`config.mk`:
```
export PLATFORM = sky130hd
export DESIGN_NAME = uart_rx
export DESIGN_NICKNAME = d
export VERILOG_FILES = /design/src/rtl/uart_rx.sv
export SDC_FILE = /design/constraint.sdc
export NUM_CORES = 1
export LEC_CHECK = 0
export CAP_MARGIN = 20
export CORE_ASPECT_RATIO = 1.1
export CORE_UTILIZATION = 63
export DETAILED_ROUTE_END_ITERATION = 10
export PLACE_DENSITY = 0.9
export SYNTH_ARGS = -nofsm -noshare
export SYNTH_HDL_FRONTEND = slang
export SYNTH_SLANG_ARGS = --single-unit
```
`constraint.sdc`:
```
create_clock -name CLK -period 5.17 [get_ports CLK]
set_input_delay 0.7755 -clock CLK [delete_from_list [all_inputs] [get_ports CLK]]
set_output_delay 0.7755 -clock CLK [all_outputs]
set_load 0.01 [all_outputs]
```
`src/rtl/uart_rx.sv`:
```
// rtl/uart_rx.sv - 8N1 UART receiver with FWFT output FIFO; 8E1 framing when UART_RX_PARITY_EN is defined.
module uart_rx #(
    parameter int CLK_HZ     = 48000000,
    parameter int BAUD       = 115200,
    parameter int FIFO_DEPTH = 4
) (
    input  logic       CLK,
    input  logic       RST,
    input  logic       serial_rxd,
    output logic [7:0] data_out,
    output logic       data_valid,
    input  logic       data_ready,
    output logic       frame_err,
    output logic       parity_err,
    output logic       overflow
);

    localparam int CPB   = CLK_HZ / BAUD;
    localparam int HALF  = CPB / 2;
    localparam int CNT_W = $clog2(CPB + 1);
    localparam int AW    = $clog2(FIFO_DEPTH);
    localparam int CW    = AW + 1;

    typedef enum logic [2:0] {
        S_IDLE,
        S_START,
        S_DATA,
`ifdef UART_RX_PARITY_EN
        S_PARITY,
`endif
        S_STOP,
        S_WAIT_HIGH
    } state_t;

    logic [1:0]       r_sync;
    logic [1:0]       r_sync_fill;
    logic             w_rxd_s;
    logic             w_sync_ok;

    state_t           r_state;
    logic             r_armed;
    logic [CNT_W-1:0] r_cnt;
    logic [2:0]       r_bit_idx;
    logic [7:0]       r_shift;
    logic             r_par_bad;
    logic             r_frame_err;
    logic             r_parity_err;
    logic             w_tick;
    logic             w_push;

    logic [7:0]       r_mem [FIFO_DEPTH];
    logic [AW-1:0]    r_wr_ptr;
    logic [AW-1:0]    r_rd_ptr;
    logic [CW-1:0]    r_count;
    logic             r_overflow;
    logic             w_full;
    logic             w_pop;
    logic             w_wr_en;

    always_ff @(posedge CLK) begin
        if (RST) begin
            r_sync      <= 2'b11;
            r_sync_fill <= 2'b00;
        end else begin
            r_sync      <= {r_sync[0], serial_rxd};
            r_sync_fill <= {r_sync_fill[0], 1'b1};
        end
    end

    // The synchroniser's reset value must not arm the receiver: only real line samples count.
    assign w_rxd_s   = r_sync[1];
    assign w_sync_ok = r_sync_fill[1];
    assign w_tick    = (r_cnt == '0);
    assign w_push    = (r_state == S_STOP) && w_tick && w_rxd_s && !r_par_bad;

    always_ff @(posedge CLK) begin
        if (RST) begin
            r_state      <= S_IDLE;
            r_armed      <= 1'b0;
            r_cnt        <= '0;
            r_bit_idx    <= '0;
            r_shift      <= '0;
            r_par_bad    <= 1'b0;
            r_frame_err  <= 1'b0;
            r_parity_err <= 1'b0;
        end else begin
            r_frame_err  <= 1'b0;
            r_parity_err <= 1'b0;
            if (w_rxd_s && w_sync_ok)
                r_armed <= 1'b1;
            if (!w_tick)
                r_cnt <= r_cnt - CNT_W'(1);

            case (r_state)
                S_IDLE: begin
                    if (r_armed && !w_rxd_s) begin
                        r_state <= S_START;
                        r_cnt   <= CNT_W'(HALF - 1);
                    end
                end
                S_START: begin
                    if (w_tick) begin
                        if (!w_rxd_s) begin
                            r_state   <= S_DATA;
                            r_bit_idx <= '0;
                            r_par_bad <= 1'b0;
                            r_cnt     <= CNT_W'(CPB - 1);
                        end else begin
                            r_state <= S_IDLE;
                        end
                    end
                end
                S_DATA: begin
                    if (w_tick) begin
                        r_shift <= {w_rxd_s, r_shift[7:1]};
                        r_cnt   <= CNT_W'(CPB - 1);
                        if (r_bit_idx == 3'd7) begin
`ifdef UART_RX_PARITY_EN
                            r_state <= S_PARITY;
`else
                            r_state <= S_STOP;
`endif
                        end else begin
                            r_bit_idx <= r_bit_idx + 3'd1;
                        end
                    end
                end
`ifdef UART_RX_PARITY_EN
                S_PARITY: begin
                    if (w_tick) begin
                        r_par_bad <= (w_rxd_s != ^r_shift);
                        r_cnt     <= CNT_W'(CPB - 1);
                        r_state   <= S_STOP;
                    end
                end
`endif
                S_STOP: begin
                    if (w_tick) begin
                        r_parity_err <= r_par_bad;
                        if (w_rxd_s) begin
                            r_state <= S_IDLE;
                        end else begin
                            r_frame_err <= 1'b1;
                            r_state     <= S_WAIT_HIGH;
                        end
                    end
                end
                S_WAIT_HIGH: begin
                    if (w_rxd_s)
                        r_state <= S_IDLE;
                end
                default: r_state <= S_IDLE;
            endcase
        end
    end

    // A full FIFO still accepts a push when the head is popped in the same cycle.
    assign w_full  = (r_count == CW'(FIFO_DEPTH));
    assign w_pop   = data_valid && data_ready;
    assign w_wr_en = w_push && (!w_full || w_pop);

    always_ff @(posedge CLK) begin
        if (!RST && w_wr_en)
            r_mem[r_wr_ptr] <= r_shift;
    end

    always_ff @(posedge CLK) begin
        if (RST) begin
            r_wr_ptr   <= '0;
            r_rd_ptr   <= '0;
            r_count    <= '0;
            r_overflow <= 1'b0;
        end else begin
            r_overflow <= w_push && w_full && !w_pop;
            if (w_wr_en)
                r_wr_ptr <= r_wr_ptr + AW'(1);
            if (w_pop)
                r_rd_ptr <= r_rd_ptr + AW'(1);
            if (w_wr_en && !w_pop)
                r_count <= r_count + CW'(1);
            else if (!w_wr_en && w_pop)
                r_count <= r_count - CW'(1);
        end
    end

    assign data_valid = (r_count != '0);
    assign data_out   = data_valid ? r_mem[r_rd_ptr] : 8'h00;
    assign frame_err  = r_frame_err;
    assign overflow   = r_overflow;
`ifdef UART_RX_PARITY_EN
    assign parity_err = r_parity_err;
`else
    assign parity_err = 1'b0;
`endif

endmodule

```
* Yosys cells after proc, flatten, opt, wreduce, memory -nomap -nowiden *
Memory sizes are Yosys's and may differ from the RTL's. A register that Yosys moved wholly into a read port is not among the register bits.
Index checks and enable logic that the tools add are counted.

operators by class
  add/subtract/negate cells = 6
  equality and inequality tests = 14
  muxes and demuxes = 29
  bitwise operators = 2
  reduce and logical (&&, ||, !) cells = 26

operator list
  operator                                                               count
  9-bit 2-to-1 mux                                                       5
  3-bit 2-to-1 mux                                                       13
  9-bit case mux with 3 select lines                                     1
  2-bit inequality test, second input constant                           8
  3-bit case mux with 5 select lines                                     1
  1-bit logical AND                                                      11
  3-bit equality test, second input constant                             3
  9-bit zero test                                                        1
  9-bit by 1-bit subtractor with 9-bit output, second input constant     1
  8-bit 2-to-1 mux                                                       1
  3-bit by 1-bit adder with 3-bit output, second input constant          2
  3-bit by 2-bit equality test with 1-bit output, second input constant  2
  2-bit 2-to-1 mux                                                       3
  3-bit case mux with 2 select lines                                     1
  6-bit AND reduction                                                    1
  1-bit zero test                                                        5
  5-bit AND reduction                                                    1
  2-bit by 1-bit adder with 2-bit output, second input constant          2
  1-bit 2-to-1 mux                                                       4
  2-bit nonzero test                                                     2
  3-bit by 1-bit equality test with 1-bit output, second input constant  1
  3-bit zero test                                                        1
  3-bit nonzero test                                                     1
  3-bit OR reduction                                                     1
  other kinds (4)                                                        5

word-level totals
  register bits after elaboration = 37
  bits in writable memories = 32
  input port bits = 4
  output and inout port bits = 12
  word-level logic and storage cells = 91
  memories kept = 1

memories
  memory  words  width  read ports  clocked after memory_dff  write ports  RTL line  source
  r_mem   4      8      1           1                         1            51        logic [7:0] r_mem [FIFO_DEPTH];

* Logic depth before layout (Yosys ltp) *
Gate-level depths: netlist (run 1).

  depth after elaboration = 8
  gate-level depth with buffers = 12
  depth with buffers taken out = 11

* Worst setup path before layout (run 1) *
Ideal clock, no wire load.

  kind = register -> register
  start point = register r_cnt[0]
  end point = register r_count[2]
  setup time = 0.071 ns
  data arrival time = 2.554 ns
  data required time = 5.099 ns
  setup slack = 2.546 ns
  cell stages (with the launch flop) = 13
  buffers on the path = 1
  clock period less this slack = 2.624 ns
  path through = dfxtp_1 inv_1 ha_1 nor4b_4 and2_1 buf_4 and3_4 ha_1 inv_1 fa_1 xor2_1 or3_1 a21oi_1

between the ends
  cells in the longest elaborated chain, start to end = 7
  elaborated cells between the ends (all ways) = 9
  classes of those cells = 1 x mux; 8 x reduce/logical

RTL lines
  item                                 RTL line  source
  start, declared                      42        logic [CNT_W-1:0] r_cnt;
  start signal, assigned               92        r_cnt <= r_cnt - CNT_W'(1);
  start signal, assigned               98        r_cnt <= CNT_W'(HALF - 1);
  start signal, assigned               107       r_cnt <= CNT_W'(CPB - 1);
  9-bit zero test (*)                  73        assign w_tick = (r_cnt == '0);
  1-bit logical AND (*) (2 in series)  74        assign w_push = (r_state == S_STOP) && w_tick && w_rxd_s && !r_par_bad;
  1-bit logical AND (*)                160       assign w_wr_en = w_push && (!w_full || w_pop);
  1-bit zero test                      181       else if (!w_wr_en && w_pop)
  1-bit logical AND                    181
  2-bit nonzero test (no line)         -
  end signal, assigned                 180       r_count <= r_count + CW'(1);
  end signal, assigned                 182       r_count <= r_count - CW'(1);
  end, declared                        54        logic [CW-1:0] r_count;

Mark *: on every way between the ends. The rest lies on a longest branch, timed or not.
A chain may end at the register's enable or synchronous reset.

* Worst setup path in the final report (run 1) *
Same ends and word-level chain as after synthesis.

==> results of run 1 <==
[final timing paths]
kind	start	to	slack [ns]
hold / removal	r_sync[0]$_SDFF_PP1_	r_sync[1]$_SDFF_PP1_	0.43
setup reg to reg	r_cnt[0]$_SDFF_PP0_	r_count[2]$_SDFFE_PP0P_	2.11
hold reg to reg	r_sync[0]$_SDFF_PP1_	r_sync[1]$_SDFF_PP1_	0.43
setup / recovery	r_cnt[0]$_SDFF_PP0_	r_count[2]$_SDFFE_PP0P_	2.11
[kinds of logic (layout without fill, tap and decap cells)]
logic type,Yosys count,count (layout)
xor gates and xnor gates,6,6
AOI/OAI and AO/OA,38,38
muxes,22,22
and+or+nand+nor,74,74
adders and majority gates,11,11
DFF,71,71
other,1,1
buffers and inverters,26,43
[through the flow]
step | worst slack [ns] | hold WS, ns
final | 2.11 | 0.428
after global routing | 1.90 | 0.453
after CTS | 2.11 | 0.428
after global placement | 2.24 | 0.393
after detailed placement | 2.11 | 0.408
after floorplan | 2.55 | 0.389
[layout by cell type, fill, tap and decap left out, drive strengths merged, types with 6 or more instances in the layout]
cell | synthesis | routed
clkbuf | 9 | 12
inv | 11 | 11
mux4 | 8 | 8
nand2 | 6 | 6
ha | 10 | 10
mux2i | 12 | 12
clkdlybuf4s50 | 0 | 14
edfxtp | 32 | 32
a21oi | 13 | 13
and2 | 14 | 14
nor2 | 20 | 20
dfxtp | 39 | 39
xor2 | 6 | 6
[routing by layer]
layer | vias up | track usage, %
met3 | 11 | 4.04
met2 | 44 | 41.4
met1 | 917 | 27.4
met5 | - | 0
li1 | 940 | -
met4 | 0 | 12.9
[final cells by class]
cell class	instances	area [um2]	share of cell area (%)
Clock buffer	12	145	4.22
Clock inverter	4	47.5	1.38
Inverter	12	45.0	1.31
Multi-Input combinational cell	152	1240	36.1
Sequential cell	71	1740	50.7
Tap cell	56	70.1	2.04
Timing Repair Buffer	15	148	4.29
[power groups by stage]
stage	clock, mW	sequential (mW)	combinational [mW]
2_1_floorplan	0	0.668	0.335
3_3_place_gp	0	0.686	0.436
3_5_place_dp	0	0.687	0.457
4_1_cts	0.436	0.676	0.459
5_1_grt	0.454	0.683	0.508
6_report	0.432	0.676	0.457
[registers in the layout (all words and copies together) (netlist names), 3 cells and up, named ones only]
register and flops:
r_count 3, r_mem 32, r_state 3, r_shift 8
r_cnt 9, r_bit_idx 3
==> results.md, run 1 <==
- H-tree Lvls: 3
- YS warnings: 0
- Hold buffer count at CTS: 0
- Die area: 5190 um2
- CTS tree: done
- Crit path kind: flop to flop
- Number of max-cap violations: 0
- Global-route wire length before repair: 8740 um
- Routed Antenna Nets: 0
- Area grow syn2layout: 11.2%
- WP data arrival: 3.34 ns
- CP endpoint kind: flop
- Max IR drop VDD: 0.332 mV
- Synth Area in Compound Gates: 8.34%
- Met2 wirelength from detailed routing: 2850 um
- Largest net degree at the start of global routing: 37
- Synthesized area: 3090 um2
- Outcome: finished, final reports clean
- Syn_area_per_cell: 12.4 um2
- Clk root buf: clkbuf_8
- Setup TNS: 0 ns
- Power density cells: 455 nW/um2
- Top delay family on crit path: simple AND/OR/NAND/NOR gates
- Top-count cell post-synth: dfxtp_1
- Rows: 26
- Port buffer count: 14
- Crit-path max cell delay: 0.46 ns
- Dpl hpwl: 3640 um
- Post-synth ARST share: 0%
- Library cells used by synthesis: 53
- Initial Util: 66.0%
- Logic pwr share: 29.2%
- # fillers: 329
- Die width: 68.8 um
- DR pass1 iterations: 4
- Total number of vias: 1,912
- Final core utilization: 73.4%
- Total Power: 1.56 mW
- Crit-path slowest cell: nor4b_4
- Synth Flop Type: dfxtp_1
- Yosys top cell by area: edfxtp_1
- RSZ-0062 raised after global routing: no
- GRT Total Usage: 23.6%
- Core area: 4680 um2
- Worst-case clock buffer depth: 2
- Clock share of power: 27.6%
- Fin. max-slew vios: 0
- Max Used Layer: met4
- Post-synth EDFFs: 32
- Wire length on met1: 2200 um
- Placed insts: 306
- Post-synthesis mux area share: 10.4%
- Synth Area in Adders: 4.69%
- Switch Pwr: 0.469 mW
- Worst skew pair latency: 0.35 ns
- Placed Instance Area: 3250 um2
- Sw Ratio: 30.0%
- Worst slew margin: 58.2%
- Initial DRC Count: 117
- WP buf/inv: 2
- RD Place Congestion: 0.830
- N_diodes: 0
- Number of remaining DRC errors: 0
- Post-CTS Setup Bufs: 0
- Non-Filler Instances: 322
- Syn Inst Count: 249
- Worst-Margin Slew: 0.625 ns
- Register bit total from synthesis: 71
- Worst-path cell chain: inv_1, ha_1, nor4b_4, and2_1, and3_4, ha_1, inv_1, fa_1, xor2_1, or3_1, a21oi_1
- Fin area: 3440 um2
- Clk sinks: 71
- Startpoint Class: flop
- Die Y: 75.5 um
- GR Overflow Total: 0
- Antenna violations before repair: 0
- Post-synthesis sequential area ratio: 56.3%
- Via density: 5.94
- Mapped Nets: 264
- Main combinational cell family by area after synthesis: simple AND/OR/NAND/NOR gates
- Simple logic cell fraction of the synthesized area: 14.9%
- Nets: 276
- Top-area cell type share of the netlist area: 31.1%
- Critical Path RT: 5.45 ns
- Final Hold Vio Count: 0
- R2R depth: 11
- Worst Hold Class: flop to flop
- Setup violators final: 0
- WL/cell: 16.5 um
- F_max: 327 MHz
- Tcrit/Tclk final: 59.2%
- Num CTS Buffers: 9
- Vias in the first global route: 1,871
- Int Power: 1.10 mW
- Final wirelength: 5310 um
- Critical path fanouts, max: 10
- Critical Path Stages: 11
- Worst-path clk slew: 0.07 ns
- Top post-synthesis cells by count: 39 x dfxtp_1, 32 x edfxtp_1, 20 x nor2_1
- Worst Hold Depth: 1
- Part of the power in registers: 43.2%
- Clock skew: 0.00743 ns
- Num ports: 16
- DR WL met3: 149 um
- Post-cts sizing count: 0
- Leading post-synthesis cells by cell area: edfxtp_1 31%, dfxtp_1 25%, mux4_2 5.8%
- Post-layout minimum cycle time: 3.06 ns
- Layout cells sized above 1: 12.8%
- Static Leak: 1.30 nW
- Xor/xnor share of the synthesized area: 1.70%
Note: power is estimated with default switching activity, not from simulation.
==> inputs of run 2 (changes only) <==
--- a/config.mk
+++ b/config.mk
@@ -7,9 +7,9 @@
 export LEC_CHECK = 0
 export CAP_MARGIN = 20
 export CORE_ASPECT_RATIO = 1.1
-export CORE_UTILIZATION = 63
+export CORE_UTILIZATION = 53
 export DETAILED_ROUTE_END_ITERATION = 10
-export PLACE_DENSITY = 0.9
+export PLACE_DENSITY = 0.82
 export SYNTH_ARGS = -nofsm -noshare
 export SYNTH_HDL_FRONTEND = slang
 export SYNTH_SLANG_ARGS = --single-unit
==> constraint.sdc (replaced) <==
create_clock -name CLK -period 2.8 [get_ports CLK]
set_input_delay 0.42 -clock CLK [delete_from_list [all_inputs] [get_ports CLK]]
set_output_delay 0.42 -clock CLK [all_outputs]
set_load 0.01 [all_outputs]
==> results.md, run 2 (synthesis results as in run 1) <==
- Outcome: finished, final reports clean
- Dpl hpwl: 3450 um (-5.2%)
- Vias in the first global route: 1,854 (-0.91%)
- Max IR drop VDD: 0.456 mV (+37%)
- Initial DRC Count: 126 (+7.7%)
- WL/cell: 14.6 um (-11%)
- Die width: 74.8 um (+8.8%)
- Largest net degree at the start of global routing: 36 (-2.7%)
- Antenna violations before repair: 0 (unchanged)
- Area grow syn2layout: 14.9%
- RD Place Congestion: 0.854 (+2.9%)
- Clk root buf: clkbuf_8
- H-tree Lvls: 3 (unchanged)
- Footprint of the multi-input gates: 1240 um2 (unchanged)
- GRT Total Usage: 19.0% (-4.6 points)
- Num CTS Buffers: 9 (unchanged)
- Reg-to-reg startpoint: r_cnt[0]$_SDFF_PP0_
- N_diodes: 0 (unchanged)
- Logic pwr share: 28.4% (-0.8 points)
- Worst-case clock buffer depth: 2 (unchanged)
- Worst-path clk slew: 0.07 ns (about the same)
- GR Overflow Total: 0 (unchanged)
- Hold Crit Start: r_sync[0]$_SDFF_PP1_
- Part of the power in registers: 40.0% (-3.2 points)
- Fin area: 3550 um2 (+3.3%)
- RSZ-0062 raised after global routing: no
- Grt peak-use layer: met2
- Setup violators final: 0 (unchanged)
- Worst Hold Class: flop to flop
- Post-layout minimum cycle time: 2.62 ns
- Grt met3 use: 5.95% (+1.9 points)
- Placed insts: 330 (+7.8%)
- Int Power: 2.22 mW (+100%)
- Number of max-cap violations: 0 (unchanged)
- Via density: 5.54 (-6.7%)
- Critical Path RT: 2.38 ns (-3.07 ns)
- Final wirelength: 5060 um (-4.7%)
- Critical path fanouts, max: 8 (-2)
- Worst R2R Setup Slack: 0.33 ns (-1.78 ns)
- Core area: 5500 um2 (+17%)
- Layout cells sized above 1: 15.1% (+2.3 points)
- Post-cts sizing count: 0 (unchanged)
- Final Hold Vio Count: 0 (unchanged)
- Rows: 28 (+7.7%)
- Placed Instance Area: 3310 um2 (+1.9%)
- Number of flip-flops in the largest register: 32 (unchanged)
- Tcrit/Tclk final: 93.7%
- Fin. max-slew vios: 0 (unchanged)
- Non-Filler Instances: 346 (+7.5%)
- Switch Pwr: 0.893 mW (+91%)
- Startpoint Class: flop
- Worst skew pair latency: 0.35 ns (about the same)
- Register area: 1740 um2 (unchanged)
- DP Worst Slack: 0.128 ns (-1.98 ns)
- WP data arrival: 2.20 ns (-1.14 ns)
- Post-CTS Setup Bufs: 0 (unchanged)
- Number of remaining DRC errors: 0 (unchanged)
- Die area: 6140 um2 (+18%)
- Die Y: 82.1 um (+8.8%)
- Worst-Margin Slew: 0.575 ns (-0.0500 ns)
- Commonest cells after routing, fill and taps aside: 39 x dfxtp_1, 32 x edfxtp_1, 20 x nor2_1
- Worst Hold Depth: 1 (unchanged)
- Crit path kind: flop to output pin
- DR pass1 iterations: 4 (unchanged)
- R2R depth: 11 (unchanged)
- Static Leak: 1.35 nW (+3.7%)
- Hold buffer count at CTS: 0 (unchanged)
- Global-route wire length before repair: 8410 um (-3.7%)
- Grt met2 use: 31.6% (-9.8 points)
- CTS tree: done
- Final setup margin: 0.176 ns (-1.93 ns)
- Initial Util: 56.2% (-9.8 points)
- Clk sinks: 71 (unchanged)
- Biggest register: r_mem
- F_max: 381 MHz
- Routed Antenna Nets: 0 (unchanged)
- Hold Path End: r_sync[1]$_SDFF_PP1_
- # fillers: 433 (+32%)
- Nets: 281 (+1.8%)
- CP endpoint kind: output pin
- Worst slew margin: 61.6% (+3.3 points)
- Total number of vias: 1,916 (+0.21%)
- Num ports: 16 (unchanged)
- Clock share of power: 31.6% (+4.0 points)
- Sw Ratio: 28.7% (-1.2 points)
- Setup TNS: 0 ns (unchanged)
- Clock skew: 0.00696 ns (-0.000471 ns)
- Met1 Use GR: 21.7% (-5.7 points)
- Commonest non-fill, non-tap cell in the layout: dfxtp_1
- Power density cells: 875 nW/um2 (+92%)
- Worst R2R End: r_count[2]$_SDFFE_PP0P_
- Port buffer count: 14 (unchanged)
- Total Power: 3.11 mW (+99%)
- Top flop regs: r_mem: 32 flops, r_cnt: 9 flops, r_shift: 8 flops
[run 2: changes by cell type in the layout (fill, tap and decap cells not counted), sizes merged]
cell / change
inv: +1
buf: +5
clkbuf: -3
bufinv: +2
[run 2: power by group through the flow]
stage / Combinational, mW / Sequential [mW] / Clock [mW]
global placement: 0.853 / 1.26 / 0
finish: 0.883 / 1.24 / 0.981
detailed placement: 0.880 / 1.27 / 0
floorplan: 0.618 / 1.23 / 0
global route: 0.979 / 1.26 / 1.03
CTS: 0.887 / 1.24 / 0.998
[run 2: cell type report]
type | instances | share of cell area (%)
multi-input cells | 152 | 35.0
clock buffers | 9 | 3.49
well taps | 75 | 2.64
inverters | 12 | 1.27
clock inverters | 7 | 3.38
flip-flops and latches | 71 | 49.0
repair buffers | 20 | 5.21
[run 2: how the worst max path moves through the flow]
| stage | slack, ns | endpoint |
|---|---|---|
| after CTS | 0.13 | data_out[2] |
| after detailed placement | 0.13 | r_count[2]$_SDFFE_PP0P_ |
| after global routing | 0.02 | data_out[4] |
| after floorplan | 0.18 | r_count[2]$_SDFFE_PP0P_ |
| after global placement | 0.23 | r_count[2]$_SDFFE_PP0P_ |
| final | 0.18 | data_out[2] |
[run 2: worst max-delay path, cell delays in order, from the launching register on]
cell,delay (ns)
dfxtp_1,0.66
mux4_2,0.56
and2_1,0.17
clkdlybuf4s50_1,0.47
[run 2: metrics by stage]
| step | util, % | hold slack (ns) |
|---|---|---|
| 3_3_place_gp | 60.1 | 0.403 |
| 4_1_cts | 64.6 | 0.429 |
| 5_1_grt | 64.6 | 0.440 |
| 2_1_floorplan | - | 0.389 |
| 3_5_place_dp | 60.1 | 0.410 |
| 6_report | 64.6 | 0.425 |
[run 2: layer usage]
metal | vias to the layer above | routed length, um
met1 | 913 | 2210
li1 | 944 | -
met2 | 45 | 2500
met4 | 0 | 118
met3 | 14 | 226
met5 | - | 0
==> inputs of run 3 (changes only) <==
--- a/config.mk
+++ b/config.mk
@@ -7,6 +7,7 @@
 export LEC_CHECK = 0
 export CAP_MARGIN = 20
 export CORE_ASPECT_RATIO = 1.1
+export CORE_MARGIN = 2
 export CORE_UTILIZATION = 53
 export DETAILED_ROUTE_END_ITERATION = 10
 export PLACE_DENSITY = 0.82
==> results.md, run 3 (synthesis results as in run 1) <==
- Static Leak: 1.34 nW (-0.72%)
- WP buf/inv: 1 (unchanged)
- GR Overflow Total: 0 (unchanged)
- Die Y: 84.1 um (+2.4%)
- Routed Antenna Nets: 0 (unchanged)
- Hold buffer count at CTS: 0 (unchanged)
- Rows: 29 (+3.6%)
- RSZ-0062 raised after global routing: no
- Via density: 5.40 (-2.4%)
- Dpl hpwl: 3410 um (-1.3%)
- Commonest non-fill, non-tap cell in the layout: dfxtp_1
- Setup TNS: 0 ns (unchanged)
- Worst-Margin Slew: 0.616 ns (+0.0417 ns)
- Crit path kind: flop to output pin
- Crit-path max cell delay: 0.65 ns (about the same)
- Top delay family on crit path: flip-flops
- Number of flip-flops in the largest register: 32 (unchanged)
- WP data arrival: 2.18 ns (-0.02 ns)
- N_diodes: 0 (unchanged)
- Max IR drop VDD: 0.519 mV (+14%)
- DP Worst Slack: 0.158 ns (+0.0299 ns)
- Initial DRC Count: 97 (-23%)
- Die area: 6460 um2 (+5.2%)
- Total number of vias: 1,875 (-2.1%)
- Layout cells sized above 1: 14.8% (-0.31 points)
- Worst-path clk slew: 0.07 ns (about the same)
- CP endpoint kind: output pin
- Global-route wire length before repair: 8380 um (-0.42%)
- Power density cells: 856 nW/um2 (-2.3%)
- Initial Util: 54.3% (-1.9 points)
- H-tree Lvls: 3 (unchanged)
- Post-cts sizing count: 0 (unchanged)
- Top flop regs: r_mem: 32 flops, r_cnt: 9 flops, r_shift: 8 flops
- Post-CTS Setup Bufs: 0 (unchanged)
- DR pass1 iterations: 5 (+1)
- Worst-case clock buffer depth: 2 (unchanged)
- Fin. max-slew vios: 0 (unchanged)
- Startpoint Class: flop
- Final setup margin: 0.199 ns (+0.0224 ns)
- Largest net degree at the start of global routing: 36 (unchanged)
- Commonest cells after routing, fill and taps aside: 39 x dfxtp_1, 32 x edfxtp_1, 20 x nor2_1
- Antenna violations before repair: 0 (unchanged)
- Crit-path slowest cell: dfxtp_1
- Clk sinks: 71 (unchanged)
- GRT Total Usage: 16.6% (-2.4 points)
- Die width: 76.8 um (+2.7%)
- Number of remaining DRC errors: 0 (unchanged)
- Vias in the first global route: 1,790 (-3.5%)
- Nets: 280 (-0.36%)
- Total Power: 3.02 mW (-2.9%)
- Clock skew: 0.00750 ns (+0.000534 ns)
- Final Hold Vio Count: 0 (unchanged)
- Number of max-cap violations: 0 (unchanged)
- Critical Path RT: 2.38 ns (about the same)
- Num CTS Buffers: 9 (unchanged)
- Clk root buf: clkbuf_8
- Post-layout minimum cycle time: 2.60 ns (-0.0224 ns)
- Biggest register: r_mem
- Final wirelength: 5060 um (about the same)
- F_max: 384 MHz (+0.86%)
- CTS tree: done
- Port buffer count: 14 (unchanged)
- Num ports: 16 (unchanged)
- Worst Hold Class: flop to flop
- Worst skew pair latency: 0.34 ns (about the same)
- Critical path fanouts, max: 8 (unchanged)
- WL/cell: 14.6 um (-0.23%)
- Setup violators final: 0 (unchanged)
- RD Place Congestion: 0.793 (-7.1%)
- Outcome: finished, final reports clean
- Tcrit/Tclk final: 92.9% (-0.80 points)
- Worst-path cell chain: mux4_2, and2_1, clkdlybuf4s50_1
- Area grow syn2layout: 14.2%
- # fillers: 465 (+7.4%)
- Worst slew margin: 58.8% (-2.8 points)
- Core area: 5700 um2 (+3.6%)
run 3: cell types whose count changed in the layout (fill, tap and decap cells not counted):
cell and change:
clkinvlp_4 -1, clkinv_4 +2, inv_6 +1, buf_4 -1
bufinv_16 -1, clkinv_2 -1
run 3: final timing paths:
kind | slack (ns) | depth (start not counted) | end | from
setup / recovery | 0.20 | 3 | data_out[7] | flop
hold / removal | 0.42 | 1 | r_sync[1]$_SDFF_PP1_ | r_sync[0]$_SDFF_PP1_
setup reg to reg | 0.36 | 11 | r_count[2]$_SDFFE_PP0P_ | r_cnt[0]$_SDFF_PP0_
hold reg to reg | 0.42 | 1 | r_sync[1]$_SDFF_PP1_ | r_sync[0]$_SDFF_PP1_
run 3: per-stage QoR:
stage          cells  area (um2)  utilization, %  hold slack, ns
2_1_floorplan    249        3090               -           0.389
3_3_place_gp     331        3300            58.0           0.394
3_5_place_dp     331        3300            58.0           0.401
4_1_cts          347        3530            62.0           0.420
5_1_grt          347        3530            62.0           0.444
6_report         347        3530            62.0           0.418
run 3: power breakdown:
part / internal (mW) / leakage (nW) / total (mW) / switching, mW
logic: 0.473 / 0.611 / 0.871 / 0.398
clock network: 0.512 / 0.114 / 0.902 / 0.390
registers: 1.15 / 0.614 / 1.25 / 0.0998
run 3: routing by layer:
metal / GRT usage, % / wire length (um) / vias up
met5: 0 / 0 / -
met4: 5.12 / 8 / 0
met3: 4.55 / 193 / 2
met2: 28.6 / 2610 / 33
met1: 20.3 / 2250 / 900
li1: - / - / 940
run 3: cell type report:
class / instances / area (um2) / share of cell area (%)
flip-flops and latches: 71 / 1740 / 49.3
multi-input cells: 152 / 1240 / 35.2
repair buffers: 19 / 178 / 5.03
clock buffers: 9 / 124 / 3.51
clock inverters: 7 / 104 / 2.94
well taps: 77 / 96.3 / 2.73
inverters: 12 / 45.0 / 1.28
